`src/rtl/mmu_bus_pkg.sv`:
```
// rtl/mmu_bus_pkg.sv - shared encodings, state enum and lane helper for mmu_bus_master
package mmu_bus_pkg;

    localparam logic [1:0] SIZE_BYTE = 2'd0;
    localparam logic [1:0] SIZE_HALF = 2'd1;
    localparam logic [1:0] SIZE_WORD = 2'd2;

    localparam int DEFAULT_TIMEOUT_CYCLES = 255;

    typedef enum logic [2:0] {
        ST_IDLE,
        ST_BEAT0,
        ST_GAP,
        ST_BEAT1,
        ST_RESP
    } state_t;

    // Right-aligned lane mask for an access size; encoding 3 behaves as a word.
    function automatic logic [3:0] size_lanes(input logic [1:0] size);
        case (size)
            SIZE_BYTE: return 4'b0001;
            SIZE_HALF: return 4'b0011;
            default:   return 4'b1111;
        endcase
    endfunction

endpackage

```
`src/rtl/mmu_lane_gen.sv`:
```
// rtl/mmu_lane_gen.sv - byte lane strobes and write data for the two possible bus beats
//
// Ports:
//   offset  in  2  : byte offset within the word (addr[1:0])
//   size    in  2  : access size encoding
//   wdata   in 32  : right-aligned write data
//   strb0/1 out 4  : lane enables for beat 0 / beat 1
//   data0/1 out 32 : lane-shifted write data for beat 0 / beat 1, disabled lanes 0
//   split   out 1  : access spills into the next word and needs beat 1
module mmu_lane_gen
    import mmu_bus_pkg::*;
(
    input  logic [1:0]  offset,
    input  logic [1:0]  size,
    input  logic [31:0] wdata,
    output logic [3:0]  strb0,
    output logic [3:0]  strb1,
    output logic [31:0] data0,
    output logic [31:0] data1,
    output logic        split
);

    logic [7:0]  lanes;
    logic [63:0] shifted;
    logic [63:0] lane_mask;

    // Treat the two beats as one 8-lane window: shifting by the offset puts
    // the overflow bytes straight into the beat 1 half.
    always_comb begin
        lane_mask = '0;
        lanes     = {4'b0000, size_lanes(size)} << offset;
        shifted   = {32'd0, wdata} << {offset, 3'b000};
        for (int i = 0; i < 8; i++) begin
            lane_mask[8*i +: 8] = {8{lanes[i]}};
        end
        strb0 = lanes[3:0];
        strb1 = lanes[7:4];
        data0 = shifted[31:0]  & lane_mask[31:0];
        data1 = shifted[63:32] & lane_mask[63:32];
        split = |lanes[7:4];
    end

endmodule

```
`src/rtl/mmu_bus_master.sv`:
```
// rtl/mmu_bus_master.sv - CPU/MMU request to single-beat wish_bus master, with unaligned split and read merge
//
// Optional feature macro: MMU_BUS_TIMEOUT_EN (per-beat ack timeout, reports rsp_err).
//
// Ports:
//   clk, rst_n                : clock, asynchronous active-low reset
//   req_valid/ready/we/size   : request handshake and attributes
//   req_addr, req_wdata       : byte address and right-aligned write data
//   rsp_valid/rdata/err       : one-cycle completion pulse, merged read data, timeout flag
//   m_cyc/we/strb/addr/data_o : bus master outputs (all registered)
//   m_ack, m_data_i           : bus slave ack and read data
module mmu_bus_master
    import mmu_bus_pkg::*;
#(
    parameter int TIMEOUT_CYCLES = DEFAULT_TIMEOUT_CYCLES
) (
    input  logic        clk,
    input  logic        rst_n,
    input  logic        req_valid,
    output logic        req_ready,
    input  logic        req_we,
    input  logic [1:0]  req_size,
    input  logic [31:0] req_addr,
    input  logic [31:0] req_wdata,
    output logic        rsp_valid,
    output logic [31:0] rsp_rdata,
    output logic        rsp_err,
    output logic        m_cyc,
    output logic        m_we,
    output logic [3:0]  m_strb,
    output logic [31:0] m_addr,
    output logic [31:0] m_data_o,
    input  logic        m_ack,
    input  logic [31:0] m_data_i
);

    state_t      state, state_nxt;
    logic [1:0]  size_r;
    logic [31:0] addr_r, wdata_r, rd0_r;
    logic        timeout;

    logic [1:0]  lane_off, lane_size;
    logic [31:0] lane_wdata;
    logic [3:0]  strb0, strb1;
    logic [31:0] data0, data1;
    logic        split;

    logic        m_cyc_nxt, m_we_nxt, rsp_valid_nxt;
    logic [3:0]  m_strb_nxt;
    logic [31:0] m_addr_nxt, m_data_nxt, rsp_rdata_nxt;

    logic [63:0] beats, beats_sh;
    logic [31:0] rmask, merged;
    logic [3:0]  rlanes;

    // In IDLE the lane generator looks at the live request so beat 0 can be
    // registered on the accepting edge; afterwards it looks at the captured copy.
    assign lane_off   = (state == ST_IDLE) ? req_addr[1:0] : addr_r[1:0];
    assign lane_size  = (state == ST_IDLE) ? req_size      : size_r;
    assign lane_wdata = (state == ST_IDLE) ? req_wdata     : wdata_r;

    mmu_lane_gen u_lane_gen (
        .offset (lane_off),
        .size   (lane_size),
        .wdata  (lane_wdata),
        .strb0  (strb0),
        .strb1  (strb1),
        .data0  (data0),
        .data1  (data1),
        .split  (split)
    );

    assign req_ready = (state == ST_IDLE);

    // Read merge: in BEAT0 the live bus word is beat 0; in BEAT1 beat 0 was
    // captured earlier. For unsplit accesses the upper half is masked off.
    always_comb begin
        rmask    = '0;
        beats    = {m_data_i, (state == ST_BEAT0) ? m_data_i : rd0_r};
        beats_sh = beats >> {addr_r[1:0], 3'b000};
        rlanes   = size_lanes(size_r);
        for (int i = 0; i < 4; i++) begin
            rmask[8*i +: 8] = {8{rlanes[i]}};
        end
        merged = beats_sh[31:0] & rmask;
    end

    always_comb begin
        state_nxt     = state;
        m_cyc_nxt     = m_cyc;
        m_we_nxt      = m_we;
        m_strb_nxt    = m_strb;
        m_addr_nxt    = m_addr;
        m_data_nxt    = m_data_o;
        rsp_valid_nxt = 1'b0;
        rsp_rdata_nxt = '0;
        case (state)
            ST_IDLE: begin
                if (req_valid) begin
                    state_nxt  = ST_BEAT0;
                    m_cyc_nxt  = 1'b1;
                    m_we_nxt   = req_we;
                    m_strb_nxt = strb0;
                    m_addr_nxt = {req_addr[31:2], 2'b00};
                    m_data_nxt = data0;
                end
            end
            ST_BEAT0, ST_BEAT1: begin
                if (m_ack && state == ST_BEAT0 && split) begin
                    state_nxt  = ST_GAP;
                    m_cyc_nxt  = 1'b0;
                    m_strb_nxt = strb1;
                    m_addr_nxt = m_addr + 32'd4;
                    m_data_nxt = data1;
                end else if (m_ack || timeout) begin
                    state_nxt     = ST_RESP;
                    m_cyc_nxt     = 1'b0;
                    m_we_nxt      = 1'b0;
                    m_strb_nxt    = '0;
                    m_addr_nxt    = '0;
                    m_data_nxt    = '0;
                    rsp_valid_nxt = 1'b1;
                    rsp_rdata_nxt = (m_ack && !m_we) ? merged : 32'd0;
                end
            end
            ST_GAP: begin
                state_nxt = ST_BEAT1;
                m_cyc_nxt = 1'b1;
            end
            ST_RESP: begin
                state_nxt = ST_IDLE;
            end
            default: begin
                state_nxt = ST_IDLE;
            end
        endcase
    end

    always_ff @(posedge clk or negedge rst_n) begin
        if (!rst_n) begin
            state <= ST_IDLE;
        end else begin
            state <= state_nxt;
        end
    end

    always_ff @(posedge clk or negedge rst_n) begin
        if (!rst_n) begin
            size_r    <= '0;
            addr_r    <= '0;
            wdata_r   <= '0;
            rd0_r     <= '0;
            m_cyc     <= 1'b0;
            m_we      <= 1'b0;
            m_strb    <= '0;
            m_addr    <= '0;
            m_data_o  <= '0;
            rsp_valid <= 1'b0;
            rsp_rdata <= '0;
        end else begin
            if (state == ST_IDLE && req_valid) begin
                size_r  <= req_size;
                addr_r  <= req_addr;
                wdata_r <= req_wdata;
            end
            if (state == ST_BEAT0 && m_ack) begin
                rd0_r <= m_data_i;
            end
            m_cyc     <= m_cyc_nxt;
            m_we      <= m_we_nxt;
            m_strb    <= m_strb_nxt;
            m_addr    <= m_addr_nxt;
            m_data_o  <= m_data_nxt;
            rsp_valid <= rsp_valid_nxt;
            rsp_rdata <= rsp_rdata_nxt;
        end
    end

`ifdef MMU_BUS_TIMEOUT_EN
    logic [31:0] wait_cnt;

    // Fires in the last waiting cycle; an ack in that same cycle takes priority
    // in the FSM, so the error flag is qualified by the absence of ack.
    assign timeout = m_cyc && !m_ack && (wait_cnt == 32'(TIMEOUT_CYCLES - 1));

    always_ff @(posedge clk or negedge rst_n) begin
        if (!rst_n) begin
            wait_cnt <= '0;
            rsp_err  <= 1'b0;
        end else begin
            wait_cnt <= (m_cyc && !m_ack) ? wait_cnt + 32'd1 : 32'd0;
            rsp_err  <= timeout;
        end
    end
`else
    assign timeout = 1'b0;
    assign rsp_err = 1'b0;
`endif

endmodule

```
`config.mk`:
```
export PLATFORM = sky130hd
export DESIGN_NAME = mmu_bus_master
export DESIGN_NICKNAME = d
export VERILOG_FILES = /design/src/rtl/mmu_bus_pkg.sv /design/src/rtl/mmu_lane_gen.sv /design/src/rtl/mmu_bus_master.sv
export SDC_FILE = /design/constraint.sdc
export NUM_CORES = 1
export LEC_CHECK = 0
export CAP_MARGIN = 20
export CORE_ASPECT_RATIO = 0.8
export CORE_MARGIN = 5
export CORE_UTILIZATION = 30
export CTS_CLUSTER_DIAMETER = 60
export CTS_CLUSTER_SIZE = 25
export DETAILED_ROUTE_END_ITERATION = 7
export GPL_TIMING_DRIVEN = 0
export PLACE_DENSITY = 0.6
export SLEW_MARGIN = 20
export SYNTH_ARGS = -nofsm -noshare
export SYNTH_HDL_FRONTEND = slang
export SYNTH_SLANG_ARGS = --single-unit
export TNS_END_PERCENT = 10
```
`constraint.sdc`:
```
create_clock -name clk -period 3.95 [get_ports clk]
set_input_delay 0.79 -clock clk [delete_from_list [all_inputs] [get_ports clk]]
set_output_delay 0.79 -clock clk [all_outputs]
set_load 0.01 [all_outputs]
```
==> results of run 1 <==
synth_stat cells, types with 3 or more instances:
cell / n
nand2_1: 236
a22oi_1: 4
a222oi_1: 8
buf_2: 26
inv_1: 24
mux2_2: 16
dfrtp_1: 172
o31a_1: 3
a31oi_1: 19
mux2i_1: 106
buf_4: 7
o22ai_1: 9
mux4_2: 8
nand4_1: 12
and2_1: 3
buf_1: 5
nor3_1: 10
nor2b_1: 28
a22o_1: 8
clkbuf_1: 45
nand3_1: 23
and3_1: 6
a21oi_1: 46
a211oi_1: 36
nor2_1: 48
a211o_1: 8
a32oi_1: 12
o21ai_0: 83
o211ai_1: 12
nor4_1: 4
a32o_1: 8
stage by stage:
stage / setup TNS, ns / hold slack [ns] / total power, mW
after floorplan: 0 / 0.4450 / 6.361
final: 0 / 0.3655 / 10.49
after detailed placement: 0 / 0.4591 / 8.757
after global placement: -937.16 / 0.4559 / 8.684
after CTS: 0 / 0.3922 / 10.45
after global routing: 0 / 0.4163 / 11.12
cell usage in the layout, fill, tap and decap left out, types with 17 or more instances in the layout:
cell / n
nand2_1: 236
a21oi_1: 46
mux2i_1: 106
clkbuf_16: 17
clkdlybuf4s50_1: 203
a31oi_1: 19
buf_2: 26
dfrtp_1: 172
a211oi_1: 36
nand3_1: 23
clkbuf_1: 46
o21ai_0: 83
nor2_1: 48
inv_1: 24
nor2b_1: 28
worst paths after layout:
kind | cells past startpoint | endpoint | slack [ns] | start
max | 5 | req_ready | 0.26 | state[1]
min | 1 | m_data_o[10] | 0.37 | rst_n
max reg2reg | 7 | m_data_o[7] | 1.13 | state[1]
min reg2reg | 2 | m_data_o[9] | 0.47 | m_data_o[9]
max in group asynchronous | 2 | rd0_r[11] | 2.67 | rst_n
min in group clk | 2 | m_data_o[9] | 0.47 | m_data_o[9]
cell families (layout without fill, tap and decap cells):
logic type,count (synthesis),after routing
and+or+nand+nor,387,387
DFF,172,172
adders and majority gates,1,1
other,1,5
muxes,131,131
buffers and inverters,109,346
AOI/OAI and AO/OA,268,268
xor gates and xnor gates,2,2
state kept, by name, indices dropped and copies added, names as in the netlist:
signal,cells
size_r,2
wdata_r,32
m_data_o,32
addr_r,2
m_addr,30
rd0_r,32
state,3
m_strb,4
rsp_valid,1
rsp_rdata,32
m_cyc,1
m_we,1
worst max-delay path, cell delays in order (launching register included):
cell             delay [ns]
dfrtp_1                0.47
or3_1                  0.38
buf_4                  0.19
inv_6                  0.10
clkbuf_1               0.61
clkdlybuf4s50_1        0.69
area by class of cell:
class / instances / area (sq um)
inverters: 25 / 98.84
well taps: 427 / 534.3
clock buffers: 22 / 484.2
plain buffers: 84 / 381.6
repair buffers: 205 / 2074
clock inverters: 10 / 78.83
multi-input cells: 792 / 4966
diodes: 2 / 5.005
flip-flops and latches: 172 / 4304
fillers: 3176 / 19330
where the power goes:
group	leakage, nW	switching, mW	internal, mW
registers	2.22	0.583	2.46
logic	3.13	3.45	2.34
clock network	0.266	0.786	0.881
total	5.62	4.82	5.67
routing by layer:
layer,vias to the layer above,share of wire,wire length [um]
li1,4286,-,-
met1,4701,0.45,17740
met2,477,0.44,17320
met3,53,0.080,3139
met4,0,0.023,887
met5,-,0,0
==> impl_metrics.tcl, run 1 <==
set metrics [dict create \
    cts-htree-levels 4 \
    final_max_slew_viol_count 0 \
    syn_area_sq_mm 0.009743 \
    final_util 0.4007 \
    leakage_nw 5.619 \
    overflow 0 \
    synth_flop_cell "dfrtp_1" \
    wire_per_inst_um 22.48 \
    synth_top_area_cell "dfrtp_1" \
    start_util 0.3020 \
    hpwl_mm 28.00 \
    ir_drop_mv 0.3810 \
    clk_pin_slew_worst_paths_ns 0.07 \
    synth_top_family_by_area "simple AND/OR/NAND/NOR gates" \
    die_w_um 211.5 \
    synth.area.top_cells "dfrtp_1, mux2i_1, nand2_1" \
    grtUsageMet1 0.3086 \
    place_congestion 0.9270 \
    die_h_um 171.2 \
    cts_resized 0 \
    clockBufferDepth 2 \
    insertion_delay_ns 0.44 \
    critPathLaunchType "register" \
    grt_util_all_layers 0.2130 \
    rsz0062_at_grt "false" \
    setup-violations-final 0 \
    synth_adder_area_share 0.001284 \
    critPathMaxFanout 10 \
    period_share 0.9335 \
    skew_ns 0.01291 \
    top_usage_layer "met2" \
    ant_nets 0 \
    finish.instance_area_sq_mm 0.01293 \
    grtUsageMet3 0.04942 \
    ctsHoldBuffers 0 \
    dp_worst_setup_slack_ns 0.4873 \
    vias_per_cell 5.473 \
    yosys.area.top_type_share 0.4418 \
    p_per_area_mw_per_mm2 811.5 \
    die_area_sq_mm 0.03620 \
    slew_headroom 0.2625 \
    io_buffers 204 \
    cap_violations 0 \
    status "finished, final reports clean" \
    timing.final.crit_period_ns 3.687 \
    grt_max_degree 88 \
    hp-class "input pin to async pin" \
    async_flop_share 1.000 \
    place_inst 1705 \
    use_met2 0.3184 \
    required_ns 3.16 \
    ys_types 62 \
    path_class "register to primary output" \
    ys_warn_count 0 \
    antenna_found_initial 2 \
    synth-seq-area-share 0.4418 \
    row_count 59 \
    synthCells 1071 \
    synth-seq-cells 172 \
    firstDrtPassIters 6 \
    drive_gt1_frac 0.07939 \
    setup_ws_ns 0.2628 \
    final_cells 1739 \
    cts_setup_buffers 0 \
    core_sq_mm 0.03226 \
    drt-total-wl_mm 39.09 \
    synth_compound_area_frac 0.1785 \
    place_area_sq_mm 0.01236 \
    syn_to_final_growth_pct 32.68 \
    grt_pass1_vias 9393 \
    syn_avg_cell_area_sq_um 9.097 \
    tightest_slew_ns 1.076 \
    drt_iter0_markers 927 \
    finalHoldViolCount 0 \
    cp.arrival_ns 2.90 \
    synth_edf_count 0 \
    fmax_ghz 0.2712 \
    end_kind "primary output" \
    synth-simple-area-share 0.1788 \
    cts-root-buf "clkbuf_16" \
    remaining_drc_errors 0 \
    nets 1401 \
    synth_xor_area_frac 0.001798 \
    cts_tree "built" \
    cts.sinks 172 \
    grt_pass1_wl_mm 58.97 \
    io_pins 208 \
    via_count 9517 \
    cts_made_buffers 17 \
    muxShareOfSynthArea 0.1482 \
]
No activity file was read; power rests on OpenSTA's default activity.
==> run 2, diff against run 1 <==
- RECOVER_POWER: unset -> 25
==> impl_metrics.tcl, run 2 (same netlist as run 1, synthesis figures left out) <==
set metrics [dict create \
    die_area_sq_mm 0.03620 \
    pwr-share-clk 0.159 \
    firstDrtPassIters 6 \
    crit_slowest_cell "clkdlybuf4s50_1" \
    finalHoldViolCount 0 \
    antenna_found_initial 2 \
    core_sq_mm 0.03226 \
    grt_util_all_layers 0.2130 \
    cts_resized 0 \
    cap_violations 1 \
    seq_power_share 0.290 \
    cts.sinks 172 \
    setup-violations-final 0 \
    p_sw_mw 4.816 \
    r2r-start "state[1]" \
    fmax_ghz 0.2713 \
    drt_iter0_markers 927 \
    ant_nets 0 \
    path_cells "or3_1 -> buf_4 -> inv_6 -> clkbuf_1 -> clkdlybuf4s50_1" \
    wire_per_inst_um 22.50 \
    rsz0062_at_grt "false" \
    cp.arrival_ns 2.90 \
    status "complete, but fails checks" \
    die_w_um 211.5 \
    ctsHoldBuffers 0 \
    setup_ws_ns 0.2643 \
    r2r_end "m_data_o[7]" \
    p_per_area_mw_per_mm2 812.0 \
    nets 1401 \
    cp_num_buf_inv 4 \
    path_class "register to primary output" \
    critPathMaxFanout 10 \
    hpwl_mm 28.00 \
    hp-class "register to register" \
    clk_pin_slew_worst_paths_ns 0.07 \
    layout_commonest_cell "nand2_1" \
    clockBufferDepth 2 \
    via_count 9500 \
    place_area_sq_mm 0.01236 \
    switching_share 0.4591 \
    layout_common_cells "nand2_1, clkdlybuf4s50_1, dfrtp_1, mux2i_1, o21ai_0" \
    cts_made_buffers 17 \
    period_share 0.9331 \
    drive_gt1_frac 0.07939 \
    cts-root-buf "clkbuf_16" \
    end_kind "primary output" \
    hold_end "m_data_o[9]" \
    reg2reg_slack_ns 1.13 \
    slew_headroom -0.5870 \
    start_util 0.3020 \
    grt_pass1_vias 9393 \
    cpPeakStageDelay_ns 0.69 \
    insertion_delay_ns 0.44 \
    violations "capacitance limit, slew limit" \
    whs_ns 0.4717 \
    combPwrFrac 0.551 \
    row_count 59 \
    syn_to_final_growth_pct 32.58 \
    required_ns 3.16 \
    tightest_slew_ns 2.380 \
    final_util 0.4004 \
    finish.instance_area_sq_mm 0.01292 \
    drt-total-wl_mm 39.13 \
    ir_drop_mv 0.3802 \
    place_congestion 0.9270 \
    cts-htree-levels 4 \
    cts_tree "built" \
    grt_pass1_wl_mm 58.97 \
    total_power_mw 10.49 \
    critPathLaunchType "register" \
    grt_max_degree 88 \
    leakage_nw 5.616 \
    reg2reg_depth 7 \
    p_int_mw 5.674 \
    dp_worst_setup_slack_ns 0.4873 \
    skew_ns 0.01288 \
    final_max_slew_viol_count 87 \
    whs_path_depth 2 \
    timing.final.crit_period_ns 3.686 \
    remaining_drc_errors 0 \
    overflow 0 \
    io_pins 208 \
    path_delay_family "buffers and inverters" \
    io_buffers 204 \
    vias_per_cell 5.463 \
    cts_setup_buffers 0 \
    die_h_um 171.2 \
    min_from "m_data_o[9]" \
]
-- run 2: worst max-delay path by stage --
| stage | endpoint | depth (start not counted) | startpoint | slack, ns |
|---|---|---|---|---|
| 2_1_floorplan | req_ready | 4 | state[1] | 1.82 |
| 3_3_place_gp | rsp_rdata[19] | 1 | rst_n | -5.48 |
| 3_5_place_dp | m_addr[18] | 7 | m_ack | 0.49 |
| 4_1_cts | req_ready | 5 | state[1] | 0.33 |
| 5_1_grt | req_ready | 5 | state[1] | 0.18 |
| 6_report | req_ready | 5 | state[1] | 0.26 |
-- run 2: power by group through the flow --
stage	registers (mW)	logic (mW)	clock network, mW
after global routing	3.13	6.21	1.78
after detailed placement	3.05	5.71	0
after CTS	3.02	5.74	1.69
final	3.04	5.78	1.67
after global placement	3.03	5.65	0
after floorplan	3.05	3.31	0
-- run 2: area by class of cell --
| cell class | count | area [sq um] |
|---|---|---|
| Fill cell | 3177 | 19340 |
| Multi-Input combinational cell | 792 | 4966 |
| Sequential cell | 172 | 4304 |
| Timing Repair Buffer | 205 | 2064 |
| Tap cell | 427 | 534.3 |
| Clock buffer | 22 | 484.2 |
| Buffer | 84 | 381.6 |
| Inverter | 25 | 98.84 |
| Clock inverter | 10 | 78.83 |
| Antenna cell | 2 | 5.005 |
-- run 2: tightest hold or removal path, cell delays in order (launching register included) --
cell and delay [ns]:
dfrtp_1 0.34, nand2_1 0.05, nand2_1 0.05
-- run 2: per-layer routing --
metal / track usage / up-vias / wire length (um)
li1: - / 4288 / -
met1: 0.3086 / 4678 / 17770
met2: 0.3184 / 479 / 17330
met3: 0.04942 / 55 / 3145
met4: 0.06327 / 0 / 881
met5: 0 / - / 0
-- run 2: per-stage QoR --
stage               cells  setup TNS (ns)
floorplan            1073               0
global placement     1704         -937.16
detailed placement   1705               0
CTS                  1737               0
global route         1739               0
finish               1739               0
==> RTL edit 1 (config.mk and constraints of run 2) <==
Take the reset off `m_addr`, `m_data_o` and `rsp_rdata` and load them in a clocked block of their own.
--- a/src/rtl/mmu_bus_master.sv
+++ b/src/rtl/mmu_bus_master.sv
@@ -154,8 +154,5 @@
             m_we      <= 1'b0;
             m_strb    <= '0;
-            m_addr    <= '0;
-            m_data_o  <= '0;
             rsp_valid <= 1'b0;
-            rsp_rdata <= '0;
         end else begin
             if (state == ST_IDLE && req_valid) begin
@@ -170,9 +167,12 @@
             m_we      <= m_we_nxt;
             m_strb    <= m_strb_nxt;
-            m_addr    <= m_addr_nxt;
-            m_data_o  <= m_data_nxt;
             rsp_valid <= rsp_valid_nxt;
-            rsp_rdata <= rsp_rdata_nxt;
-        end
+        end
+    end
+
+    always_ff @(posedge clk) begin
+        m_addr    <= m_addr_nxt;
+        m_data_o  <= m_data_nxt;
+        rsp_rdata <= rsp_rdata_nxt;
     end
 
Behaviour: not the same (Yosys sat finds a counterexample within 4 cycles, from zero or initial values and one cycle with rst_n low).
==> RTL edit 1 against run 2 <==
The flow still finishes with violations (max-capacitance violations, max-slew violations). Routed wire length shrank 11%. Total power up 6.4%. Sequential cell count stayed put. Setup slack better by 0.078 ns. Synthesized area is 0.53% lower. Cell area about the same. Final cell count down 12%. First-iteration DRC count fell by 13%. Largest cell class unchanged. Highest routed layer is now met5.
==> RTL edit 1: results (changes against run 2) <==
* Outcome: finished, violations left
- Violated checks: max-capacitance violations, max-slew violations
- The share of final-layout standard cells stronger than drive strength 1 came to 0.154 (+0.0749).
- The pin count of the biggest net entering global routing came to 46 (-48%).
- Total count of max-transition violations in the final report: 35 (-60%)
- Gpl congestion: 0.918 (-1.0%)
- Wire length of the first global-routing pass: 52,000 µm (-12%)
- The sum of net half-perimeters after detailed placement is 24,700 µm (-12%).
* Library cells used by synthesis: 56 (-9.7%)
- Top post-synthesis cells by area: sky130_fd_sc_hd__dfrtp_1, sky130_fd_sc_hd__edfxtp_1, sky130_fd_sc_hd__mux2i_1
- 1st-iter DRT viols: 811 (-13%)
- Fillers: 3,057 (-3.8%)
* Vias in the first global route: 8,193 (-13%)
- The max-cap violation count is 1 (unchanged).
* List of most frequent post-synthesis cells: sky130_fd_sc_hd__mux2i_1, sky130_fd_sc_hd__mux2_2, sky130_fd_sc_hd__dfrtp_1, sky130_fd_sc_hd__nand2_1, sky130_fd_sc_hd__edfxtp_1
* Ant. Diodes: 0 (-2)
- Number of nets in the final layout: 1,206 (-14%)
* Mean routed wirelength per cell: 22.7 µm (+0.86%)
- The share of synthesized flip-flops with an asynchronous set or reset was 0.453 (-0.547).
- Max-slew headroom: -0.387 (+0.200)
- The post-place setup slack came to 0.233 ns (-0.254 ns).
* Clk_skew: 0.0167 ns (+0.00379 ns)
- The number of antenna violations at the first check in global routing came to 1 (-1).
- Sequential area share after synthesis: 0.460 (+0.0178)
- Maximum ir drop on the vdd rail: 0.431 mV (+13%)
- P_leak: 5.04 nW (-10%)
- EDFF count, synth: 62 (+62)
- The global-route usage over all layers came to 0.189 (-0.0236).
* Arrival time of the worst setup path: 3.82 ns (+0.92 ns)
* TritonCTS buffer count: 17 (unchanged)
[RTL edit 1: path summary, 6_finish.rpt]
| kind | startpoint | endpoint | slack (ns) | cells after the start |
|---|---|---|---|---|
| min in group asynchronous | rst_n | wdata_r[0] | 0.94 | 1 |
| max reg2reg | addr_r[0] | m_data_o[5] | 0.62 | 5 |
| max in group asynchronous | rst_n | rd0_r[16] | 0.84 | 2 |
| max | m_ack | m_data_o[5] | 0.34 | 7 |
| min | rd0_r[14] | rd0_r[14] | 0.51 | 1 |
| min reg2reg | rd0_r[14] | rd0_r[14] | 0.51 | 1 |
[RTL edit 1: critical path: stages]
cell	delay [ns]
sky130_fd_sc_hd__dlygate4sd3_1	0.64
sky130_fd_sc_hd__and4bb_1	0.22
sky130_fd_sc_hd__clkbuf_1	0.35
sky130_fd_sc_hd__a21boi_2	0.51
sky130_fd_sc_hd__buf_2	0.38
sky130_fd_sc_hd__nand2_1	0.41
sky130_fd_sc_hd__o221ai_1	0.50
[RTL edit 1: stage by stage]
step                utilization  setup TNS (ns)  instance area (µm²)  cells
finish                    0.409               0                12900   1535
global route              0.409               0                12900   1535
CTS                       0.410               0                13000   1535
detailed placement        0.390               0                12300   1503
global placement          0.388         -156.16                12300   1499
floorplan                     -               0                 9700    875
[RTL edit 1: cell families (layout without fill, tap and decap cells)]
kind of cell | after synthesis | in the layout | synth area share
multiplexers | 202 | 202 | 0.241
adder cells (fa/ha/maj) | 1 | 1 | 0.00129
XOR/XNOR | 11 | 11 | 0.00994
buffers and inverters | 97 | 337 | 0.0445
AO/OA/AOI/OAI | 174 | 174 | 0.129
flip-flops | 172 | 172 | 0.460
other | 1 | 3 | 0.000387
AND/OR/NAND/NOR | 215 | 215 | 0.114
[RTL edit 1: metal layers]
metal | routed length, µm | up-vias | track usage
met2 | 15300 | 406 | 0.288
met3 | 2910 | 52 | 0.0506
met1 | 15900 | 4113 | 0.268
li1 | - | 3762 | -
met4 | 723 | 2 | 0.0507
met5 | 13 | - | 0
[RTL edit 1: where the power goes]
group | total, mW | internal, mW | switching [mW]
clock | 1.81 | 1.02 | 0.796
combinational | 5.90 | 2.71 | 3.19
sequential | 3.45 | 2.86 | 0.593
[RTL edit 1: final cells by class]
type | count | area [µm²] | share of cell area
repair buffers | 208 | 2070 | 0.160
plain buffers | 70 | 325 | 0.0252
well taps | 420 | 526 | 0.0406
flip-flops and latches | 172 | 4450 | 0.344
clock buffers | 19 | 433 | 0.0335
multi-input cells | 606 | 4830 | 0.374
inverters | 27 | 106 | 0.00823
clock inverters | 13 | 180 | 0.0139
==> RTL edit 2 (settings of run 2) <==
Without the edit above. Build with the macro `MMU_BUS_TIMEOUT_EN` defined.
--- a/src/rtl/mmu_bus_master.sv
+++ b/src/rtl/mmu_bus_master.sv
@@ -10,4 +10,6 @@
 //   m_cyc/we/strb/addr/data_o : bus master outputs (all registered)
 //   m_ack, m_data_i           : bus slave ack and read data
+`define MMU_BUS_TIMEOUT_EN
+
 module mmu_bus_master
     import mmu_bus_pkg::*;
Behaviour: no difference found for any inputs over 4 cycles, from zero or initial values and one cycle with rst_n low; that may be too few to reach the edited logic, so the function may still have changed.
==> RTL edit 2 against run 2 <==
Cell area rose by 17%. Largest power group unchanged. Total power increased by 15%. Sequential cell count increased by 33. Critical path depth rose by 2. Routed wire length is 8.1% higher. Fmax is 2.5% lower. Synthesized cell count is 19% higher. Clock skew rose by 0.0096 ns. Critical endpoint unchanged. The flow still finishes with violations (max-capacitance violations, max-slew violations). Final cell count is 16% higher. Synthesized area rose by 18%. Setup slack worse by 0.093 ns. First-iteration DRC count up 12%.
==> RTL edit 2: results (changes against run 2) <==
- Outcome: finished, violations left
- The checks that failed: max-capacitance violations, max-slew violations.
- The number of antenna violations at the first check in global routing came to 4 (+2).
* Clock insertion delay at the later pin of the skew report: 0.55 ns (+0.11 ns)
* Pin count of the biggest net entering global routing: 94 (+6.8%)
- The final number of max-transition violations was 27 (-69%).
* Fillers: 3,770 (+19%)
- Transition time at the pin with the least slew margin: 1.55 ns (-0.826 ns)
- Port bufs: 205 (+0.49%)
- The endpoint arrival time on the critical path was 2.99 ns (+0.09 ns).
- Mean routed wirelength per cell: 20.9 µm (-6.9%)
- GR Util All Layers: 0.194 (-0.0188)
* Wire length of the first global-routing pass: 65,600 µm (+11%)
- The count of unique library cells instantiated by Yosys was 60 (-3.2%).
- The number of buffers created by CTS is 23 (+6).
* Post-Synthesis Cells: 1,271 (+19%)
- Reg2Reg Setup Slack: 0.72 ns (-0.41 ns)
- The final weighted congestion in routability-driven placement was 0.934 (+0.78%).
* Number of maximum-capacitance constraint violations: 1 (unchanged)
- Ranked by total cell area, the synthesized netlist is headed by sky130_fd_sc_hd__dfrtp_1, sky130_fd_sc_hd__mux2i_1, sky130_fd_sc_hd__nand2_1.
- In the synthesized netlist, the cells that appear most often are sky130_fd_sc_hd__dfrtp_1, sky130_fd_sc_hd__nand2_1, sky130_fd_sc_hd__nor2_1, sky130_fd_sc_hd__mux2i_1, sky130_fd_sc_hd__a21oi_1.
* Post-route non-filler standard cell count: 2,019 (+16%)
* 1st-iter DRT viols: 1,037 (+12%)
- P_leak: 6.36 nW (+13%)
* Detailed Place HPWL: 31,500 µm (+13%)
- The worst-case clock skew is 0.0225 ns (+0.00959 ns).
* Vias after detailed routing: 11,000 (+15%)
- Worst Hold Slack: 0.485 ns (+0.0136 ns)
* Number of iterations in the first detailed-routing pass: 5 (-1)
- The share of final-layout standard cells stronger than drive strength 1 is 0.0861 (+0.00674).
- The worst voltage drop across the vdd grid came to 0.377 mV (-0.88%).
- The sequential cell area fraction in the yosys report came to 0.446 (+0.00428).
- The number of placed cells counting well taps was 1,974 (+16%).
## RTL edit 2: final cells by class
| class | instances | area [µm²] | area share |
|---|---|---|---|
| Inverter | 18 | 67.6 | 0.00449 |
| Timing Repair Buffer | 207 | 2080 | 0.138 |
| Sequential cell | 205 | 5130 | 0.341 |
| Multi-Input combinational cell | 962 | 5940 | 0.395 |
| Antenna cell | 3 | 7.51 | 0.000499 |
| Buffer | 87 | 374 | 0.0248 |
| Clock buffer | 24 | 589 | 0.0391 |
| Tap cell | 495 | 619 | 0.0411 |
| Clock inverter | 18 | 249 | 0.0165 |
## RTL edit 2: layer usage
metal,global-route usage,wire [µm],up-vias
li1,-,-,5010
met1,0.279,19400,5417
met2,0.305,19000,442
met3,0.0300,2550,85
met4,0.0594,1300,2
met5,0,20,-
## RTL edit 2: worst max-delay path, stage by stage, from the launching register on
cell and delay, ns:
sky130_fd_sc_hd__dfrtp_1 0.47, sky130_fd_sc_hd__or3_1 0.41, sky130_fd_sc_hd__buf_6 0.17, sky130_fd_sc_hd__inv_1 0.08
sky130_fd_sc_hd__buf_2 0.21, sky130_fd_sc_hd__clkbuf_4 0.27, sky130_fd_sc_hd__buf_4 0.25, sky130_fd_sc_hd__clkdlybuf4s50_1 0.58
## RTL edit 2: final timing paths
kind | to | from | depth (start not counted)
worst min-delay path | rd0_r[1] | rd0_r[1] | 2
min in group asynchronous | rsp_rdata[19] | rst_n | 1
worst max-delay path | req_ready | state[0] | 7
worst max register to register | rsp_rdata[29] | size_r[1] | 9
max in group asynchronous | m_data_o[25] | rst_n | 3
worst min register to register | rd0_r[1] | rd0_r[1] | 2
## RTL edit 2: power breakdown
group	total [mW]	internal, mW	switching, mW
Clock	2.38	1.29	1.08
Combinational	6.27	2.57	3.70
Sequential	3.45	2.83	0.626
Total	12.1	6.69	5.41
## RTL edit 2: logic make-up after synthesis
group / count (synthesis) / share of synthesized area
xor+xnor: 25 / 0.0190
flops: 205 / 0.446
fa+ha+maj: 3 / 0.00326
simple gates: 501 / 0.192
other cells: 1 / 0.000326
mux: 162 / 0.155
buf+inv: 105 / 0.0380
compound gates: 269 / 0.146
## RTL edit 2: metrics by stage
step	setup slack [ns]	instance area [µm²]
after floorplan	1.19	11500
after global placement	-6.89	14200
after detailed placement	-0.0111	14200
after CTS	0.0394	15100
after global routing	0.0279	15100
final	0.171	15100
